--- src/rtl/dac_spi_pkg.sv ---
// Shared types and constants for the dual-DAC SPI serializer.
// The frame packer is the single place that defines the 24-bit wire format.
package dac_spi_pkg;

    localparam int FRAME_W = 24;
    localparam int DATA_W  = 16;
    localparam int CHAN_W  = 3;

    // Write input register and update DAC output.
    localparam logic [2:0] CMD_DEFAULT = 3'b011;

    typedef enum logic [1:0] {
        IDLE,
        SHIFT,
        GAP,
        CLR
    } state_t;

    typedef struct packed {
        logic [CHAN_W-1:0] chan;
        logic [DATA_W-1:0] data;
    } sample_t;

    function automatic logic [FRAME_W-1:0] pack_frame(input logic [2:0] cmd, input sample_t s);
        return {2'b00, cmd, s.chan, s.data};
    endfunction

endpackage

--- src/rtl/spi_half_tick.sv ---
// Half-period timer for sclk: ticks on the last cycle of every CLK_DIV-cycle
// window; load restarts the window so each frame starts phase-aligned.
module spi_half_tick #(
    parameter int CLK_DIV = 2
) (
    input  logic clk,
    input  logic rst,
    input  logic load,
    output logic tick
);

    localparam int            CW   = (CLK_DIV > 1) ? $clog2(CLK_DIV) : 1;
    localparam logic [CW-1:0] LAST = CW'(CLK_DIV - 1);

    logic [CW-1:0] cnt;

    always_ff @(posedge clk) begin
        if (rst || load || cnt == LAST) begin
            cnt <= '0;
        end else begin
            cnt <= cnt + CW'(1);
        end
    end

    assign tick = (cnt == LAST) && !load;

endmodule

--- src/rtl/dac_spi_tx.sv ---
// Flow-controlled SPI serializer for the external dual DAC, with da_clr
// pulse generation. All SPI pins are registered; only s_ready is combinational.
module dac_spi_tx
    import dac_spi_pkg::*;
#(
    parameter int         CLK_DIV    = 2,
    parameter int         CS_GAP     = 4,
    parameter int         CLR_CYCLES = 16,
    parameter logic [2:0] CMD        = CMD_DEFAULT
) (
    input  logic              clk_dds,
    input  logic              rst,
    input  logic              s_valid,
    output logic              s_ready,
    input  logic [CHAN_W-1:0] s_chan,
    input  logic [DATA_W-1:0] s_data,
    input  logic              clr_req,
    output logic              cs_n,
    output logic              sclk,
    output logic              dout,
    output logic              da_clr,
    output logic              busy,
    output logic              frame_done
);

    localparam int               DWELL_MAX = (CS_GAP > CLR_CYCLES) ? CS_GAP : CLR_CYCLES;
    localparam int               CNT_W     = $clog2(DWELL_MAX + 1);
    localparam logic [CNT_W-1:0] GAP_LAST  = CNT_W'(CS_GAP - 1);
    localparam logic [CNT_W-1:0] CLR_LAST  = CNT_W'(CLR_CYCLES - 1);
    localparam logic [4:0]       BITS      = 5'(FRAME_W);

    state_t             state;
    logic               clr_pend;
    logic [FRAME_W-1:0] shreg;
    logic [4:0]         bit_cnt;
    logic [CNT_W-1:0]   dwell;
    logic               tick;
    logic               accept;
    sample_t            sample;
    logic [FRAME_W-1:0] frame_in;

    assign s_ready  = (state == IDLE) && !clr_pend && !clr_req && !rst;
    assign accept   = s_valid && s_ready;
    assign sample   = '{chan: s_chan, data: s_data};
    assign frame_in = pack_frame(CMD, sample);

    spi_half_tick #(
        .CLK_DIV(CLK_DIV)
    ) u_half_tick (
        .clk (clk_dds),
        .rst (rst),
        .load(accept),
        .tick(tick)
    );

    always_ff @(posedge clk_dds) begin
        if (rst) begin
            state      <= IDLE;
            clr_pend   <= 1'b0;
            shreg      <= '0;
            bit_cnt    <= '0;
            dwell      <= '0;
            cs_n       <= 1'b1;
            sclk       <= 1'b1;
            dout       <= 1'b0;
            da_clr     <= 1'b1;
            busy       <= 1'b0;
            frame_done <= 1'b0;
        end else begin
            frame_done <= 1'b0;
            // Requests outside IDLE are remembered and merged into one pulse.
            if (clr_req && state != IDLE) begin
                clr_pend <= 1'b1;
            end

            case (state)
                IDLE: begin
                    if (clr_pend || clr_req) begin
                        state    <= CLR;
                        clr_pend <= 1'b0;
                        da_clr   <= 1'b0;
                        dwell    <= '0;
                        busy     <= 1'b1;
                    end else if (accept) begin
                        state   <= SHIFT;
                        shreg   <= frame_in;
                        bit_cnt <= '0;
                        cs_n    <= 1'b0;
                        sclk    <= 1'b1;
                        dout    <= frame_in[FRAME_W-1];
                        busy    <= 1'b1;
                    end
                end

                SHIFT: begin
                    if (tick) begin
                        if (sclk) begin
                            // End of setup or of a high half.
                            if (bit_cnt == BITS) begin
                                state      <= GAP;
                                cs_n       <= 1'b1;
                                dout       <= 1'b0;
                                dwell      <= '0;
                                frame_done <= 1'b1;
                            end else begin
                                sclk <= 1'b0;
                            end
                        end else begin
                            // Rising edge: the DAC has taken the bit on the falling edge.
                            sclk    <= 1'b1;
                            shreg   <= shreg << 1;
                            dout    <= shreg[FRAME_W-2];
                            bit_cnt <= bit_cnt + 5'd1;
                        end
                    end
                end

                GAP: begin
                    if (dwell == GAP_LAST) begin
                        state <= IDLE;
                        busy  <= 1'b0;
                    end else begin
                        dwell <= dwell + CNT_W'(1);
                    end
                end

                CLR: begin
                    if (dwell == CLR_LAST) begin
                        state  <= GAP;
                        da_clr <= 1'b1;
                        dwell  <= '0;
                    end else begin
                        dwell <= dwell + CNT_W'(1);
                    end
                end

                default: begin
                    state <= IDLE;
                end
            endcase
        end
    end

endmodule
--- config.mk ---
export PLATFORM = sky130hd
export DESIGN_NAME = dac_spi_tx
export DESIGN_NICKNAME = d
export VERILOG_FILES = /design/src/rtl/dac_spi_pkg.sv /design/src/rtl/spi_half_tick.sv /design/src/rtl/dac_spi_tx.sv
export SDC_FILE = /design/constraint.sdc
export NUM_CORES = 1
export LEC_CHECK = 0
export BUFFER_PORTS_ARGS = -buffer_cell sky130_fd_sc_hd__buf_2
export CORE_UTILIZATION = 55
export DETAILED_ROUTE_END_ITERATION = 10
export GPL_ROUTABILITY_DRIVEN = 1
export GPL_TIMING_DRIVEN = 0
export PLACE_DENSITY_LB_ADDON = 0.05
export RECOVER_POWER = 25
export SLEW_MARGIN = 20
export SYNTH_ARGS = -nofsm -noshare
export SYNTH_HDL_FRONTEND = slang
export SYNTH_HIERARCHICAL = 1
export SYNTH_SLANG_ARGS = --single-unit
--- constraint.sdc ---
create_clock -name clk_dds -period 4.5 [get_ports clk_dds]
set_clock_uncertainty 0.15 [all_clocks]
set_input_delay 0.225 -clock clk_dds [delete_from_list [all_inputs] [get_ports clk_dds]]
set_output_delay 0.225 -clock clk_dds [all_outputs]
set_load 0.03 [all_outputs]
==> impl_metrics.sql <==
INSERT INTO impl_metrics (metric_group, metric, value, unit) VALUES
('synthesis', 'postSynthAreaPerCell', '9.069', 'um2'),
('pwr', 'ir_drop', '0.3228', 'mV'),
('floorplanning', 'placement_rows', '22', ''),
('layout', 'syn_to_final_growth', '13.91', '%'),
('clock_network', 'postCtsSetupRepairBufs', '0', ''),
('placement', 'dp_hpwl', '3335', 'um'),
('detailed_routing', 'wirelength', '4692', 'um'),
('floorplanning', 'floorplan.die.height', '64.65', 'um'),
('setup_path', 'timing.setup.critical_path_class', 'reg2reg', ''),
('global_routing', 'antenna_found_initial', '0', ''),
('synthesis', 'yosys.area.top_type', 'sky130_fd_sc_hd__dfxtp_1', ''),
('placement', 'port_buffers', '29', ''),
('placement', 'dpl.cell_count', '315', ''),
('synthesis', 'portion_of_the_post_synthesis_area_used_by_sequential_elements', '39.88', '%'),
('pwr', 'power.static_leakage', '0.9316', 'nW'),
('global_routing', 'global_route.usage.total', '24.70', '%'),
('floorplanning', 'design.core.area', '0.003716', 'mm2'),
('clock_network', 'cts_htree_levels', '2', ''),
('flow_run', 'cap_violations', '0', ''),
('synthesis', 'synth_cell_type_count', '45', ''),
('detailed_routing', 'final_antenna_net_count', '0', ''),
('synthesis', 'synth_enable_flop_cells', '0', ''),
('setup_path', 'worst_path_most_repeated_cell', 'sky130_fd_sc_hd__inv_1', ''),
('synthesis', 'post_synth_arst_share', '0', '%'),
('clock_network', 'insertion_delay', '0.30', 'ns'),
('layout', 'post_route_cells_drive_above_1_share', '14.49', '%'),
('timing', 'maxSlewViolCount', '0', ''),
('timing', 'worst_slew_pin_slew', '0.7326', 'ns'),
('timing', 'final-hold-violation-count', '0', ''),
('floorplanning', 'boundaryPins', '30', ''),
('timing', 'fmaxAchievable', '313.5', 'MHz'),
('floorplanning', 'die_area', '0.004179', 'mm2'),
('clock_network', 'cts_buffer_depth', '2', ''),
('synthesis', 'ys_top_cells_by_area', 'sky130_fd_sc_hd__dfxtp_1, sky130_fd_sc_hd__mux2i_1, sky130_fd_sc_hd__a211oi_1', ''),
('floorplanning', 'initial_cell_density_of_the_core', '58.08', '%'),
('detailed_routing', 'drc_errors', '0', ''),
('clock_network', 'cts_hold_buf', '1', ''),
('clock_network', 'post_cts.resized_instances', '0', ''),
('clock_network', 'ctsRootBufferMaster', 'sky130_fd_sc_hd__clkbuf_8', ''),
('pwr', 'report.power.total', '1.480', 'mW'),
('synthesis', 'ys_dominant_reg_cell', 'sky130_fd_sc_hd__dfxtp_1', ''),
('global_routing', 'globalRouteOverflowTotal', '0', ''),
('global_routing', 'first_pass_grt_wire_length', '7928', 'um'),
('timing', 'min_period', '3.190', 'ns'),
('setup_path', 'worstPathCellList', 'inv_1 > ha_1 > nor3b_1 > nand2_1 > inv_1 > and2b_1 > nand2b_1 > and2_1 > nor2_1 > buf_2 > a211oi_1', ''),
('layout', 'final-instance-count-excl-fill', '324', ''),
('timing', 'fin_setup_tns', '0', 'ns'),
('detailed_routing', 'detailedRoute.firstPassIterationCount', '4', ''),
('detailed_routing', 'via_per_inst', '5.756', ''),
('setup_path', 'max_stage_delay_on_crit_path', '0.62', 'ns'),
('clock_network', 'cts_made_buffers', '5', ''),
('synthesis', 'syn-cell-area', '0.002158', 'mm2'),
('layout', 'antennaDiodeCount', '0', ''),
('run_status', 'status', 'finished clean', ''),
('layout', 'finalNetCount', '308', ''),
('detailed_routing', 'drt-initial-drc-count', '98', ''),
('synthesis', 'netlist.area_leader.share', '39.88', '%'),
('global_routing', 'grt_max_degree', '13', ''),
('timing', 'setup-violations-final', '0', ''),
('synthesis', 'synth_cells', '238', ''),
('setup_path', 'cp_data_arrival_time', '3.23', 'ns'),
('min_path', 'hold_class', 'in2reg', ''),
('synthesis', 'synth_common_cells', 'sky130_fd_sc_hd__dfxtp_1, sky130_fd_sc_hd__a21oi_1, sky130_fd_sc_hd__a211oi_1, sky130_fd_sc_hd__mux2i_1, sky130_fd_sc_hd__inv_1', ''),
('synthesis', 'ys_warn_count', '6', ''),
('detailed_routing', 'detailroute.via_count', '1865', ''),
('pwr', 'pwr_density_cell', '602.1', 'mW/mm2'),
('detailed_routing', 'routedWlPerCell', '14.48', 'um'),
('setup_path', 'critical_path.max_fanout', '10', ''),
('clock_network', 'clkSinkCount', '43', ''),
('placement', 'routabilityCongestion', '0.8085', ''),
('setup_path', 'critPathCaptureType', 'register', '');
==> sequential cells by signal, indices dropped and copies added, names as in the netlist <==
register and cells:
frame_done 1, dwell 5, busy 1, clr_pend 1, cs_n 1, u_half_tick/cnt 1, dout 1, state 2
da_clr 1, bit_cnt 5, shreg 23, sclk 1
==> final timing paths <==
path | startpoint | to | slack [ns] | cells past startpoint
max reg2reg | state[1]$_SDFFE_PP0P_ | shreg[11]$_SDFFE_PP0P_ | 1.31 | 11
min reg2reg | u_half_tick/cnt$_SDFF_PP0_ | u_half_tick/cnt$_SDFF_PP0_ | 0.27 | 1
max | state[1]$_SDFFE_PP0P_ | shreg[11]$_SDFFE_PP0P_ | 1.31 | 11
min | s_data[0] | shreg[0]$_SDFFE_PP0P_ | 0.06 | 3
==> kinds of logic (layout without fill, tap and decap cells) <==
logic type,Yosys count,count (layout),share of synthesized area [%]
multiplexers,19,19,8.811
flip-flops,43,43,39.88
adder cells (fa/ha/maj),10,10,5.797
AND/OR/NAND/NOR,51,51,12.99
AO/OA/AOI/OAI,86,86,26.72
buffers and inverters,29,67,5.797
==> final cells by class <==
| class | count | area (um2) | share of cell area [%] |
|---|---|---|---|
| Sequential cell | 43 | 860.8 | 35.01 |
| Timing Repair Buffer | 30 | 146.4 | 5.954 |
| Tap cell | 48 | 60.06 | 2.443 |
| Multi-Input combinational cell | 166 | 1166 | 47.43 |
| Clock buffer | 8 | 100.1 | 4.071 |
| Buffer | 14 | 68.82 | 2.799 |
| Inverter | 15 | 56.30 | 2.290 |
==> per-layer routing <==
| metal | up-vias | GRT usage, % | share of wire, % |
|---|---|---|---|
| met5 | - | 0 | 0 |
| met4 | 0 | 9.444 | 0.94 |
| met3 | 4 | 4.754 | 5.6 |
| met2 | 57 | 39.87 | 46 |
| met1 | 845 | 32.46 | 47 |
| li1 | 959 | - | - |
==> cell usage in the layout (no fill, tap or decap), drive strengths merged, types with 2 or more instances in the layout <==
master and instances:
a211oi 21, a21oi 28, a2bb2oi 3, a311o 2, a311oi 3, a31oi 3, and3 4, buf 30
clkbuf 21, dfxtp 43, ha 10, inv 14, mux2i 19, nand2 10, nand2b 5, nand3 8
nand4 2, nand4b 2, nor2 7, nor2b 2, nor3 4, o21ai 13, o221a 2, o22ai 2
o31ai 2, o41ai 2
==> worst register-to-register path, cell delays in order, from the launching register on <==
cell and delay, ns:
sky130_fd_sc_hd__dfxtp_1 0.34, sky130_fd_sc_hd__inv_1 0.13, sky130_fd_sc_hd__ha_1 0.33, sky130_fd_sc_hd__nor3b_1 0.62
sky130_fd_sc_hd__nand2_1 0.17, sky130_fd_sc_hd__inv_1 0.12, sky130_fd_sc_hd__and2b_1 0.22, sky130_fd_sc_hd__nand2b_1 0.13
sky130_fd_sc_hd__and2_1 0.25, sky130_fd_sc_hd__nor2_1 0.14, sky130_fd_sc_hd__buf_2 0.23, sky130_fd_sc_hd__a211oi_1 0.25
==> stage by stage <==
step | hold WS, ns | instance area [um2] | util [%]
2_1_floorplan | 0.1518 | 2158 | -
3_3_place_gp | 0.2516 | 2364 | 63.60
3_5_place_dp | 0.2544 | 2364 | 63.60
4_1_cts | 0.05865 | 2474 | 66.57
5_1_grt | 0.06581 | 2459 | 66.16
6_report | 0.05798 | 2459 | 66.16
==> power by group <==
group | switching (mW) | total, mW | leakage, nW | internal (mW)
clock network | 0.131 | 0.272 | 0.0515 | 0.140
logic | 0.417 | 0.685 | 0.529 | 0.268
registers | 0.0551 | 0.524 | 0.351 | 0.469
total | 0.603 | 1.48 | 0.932 | 0.877
Power figures use the tool's default switching activity.
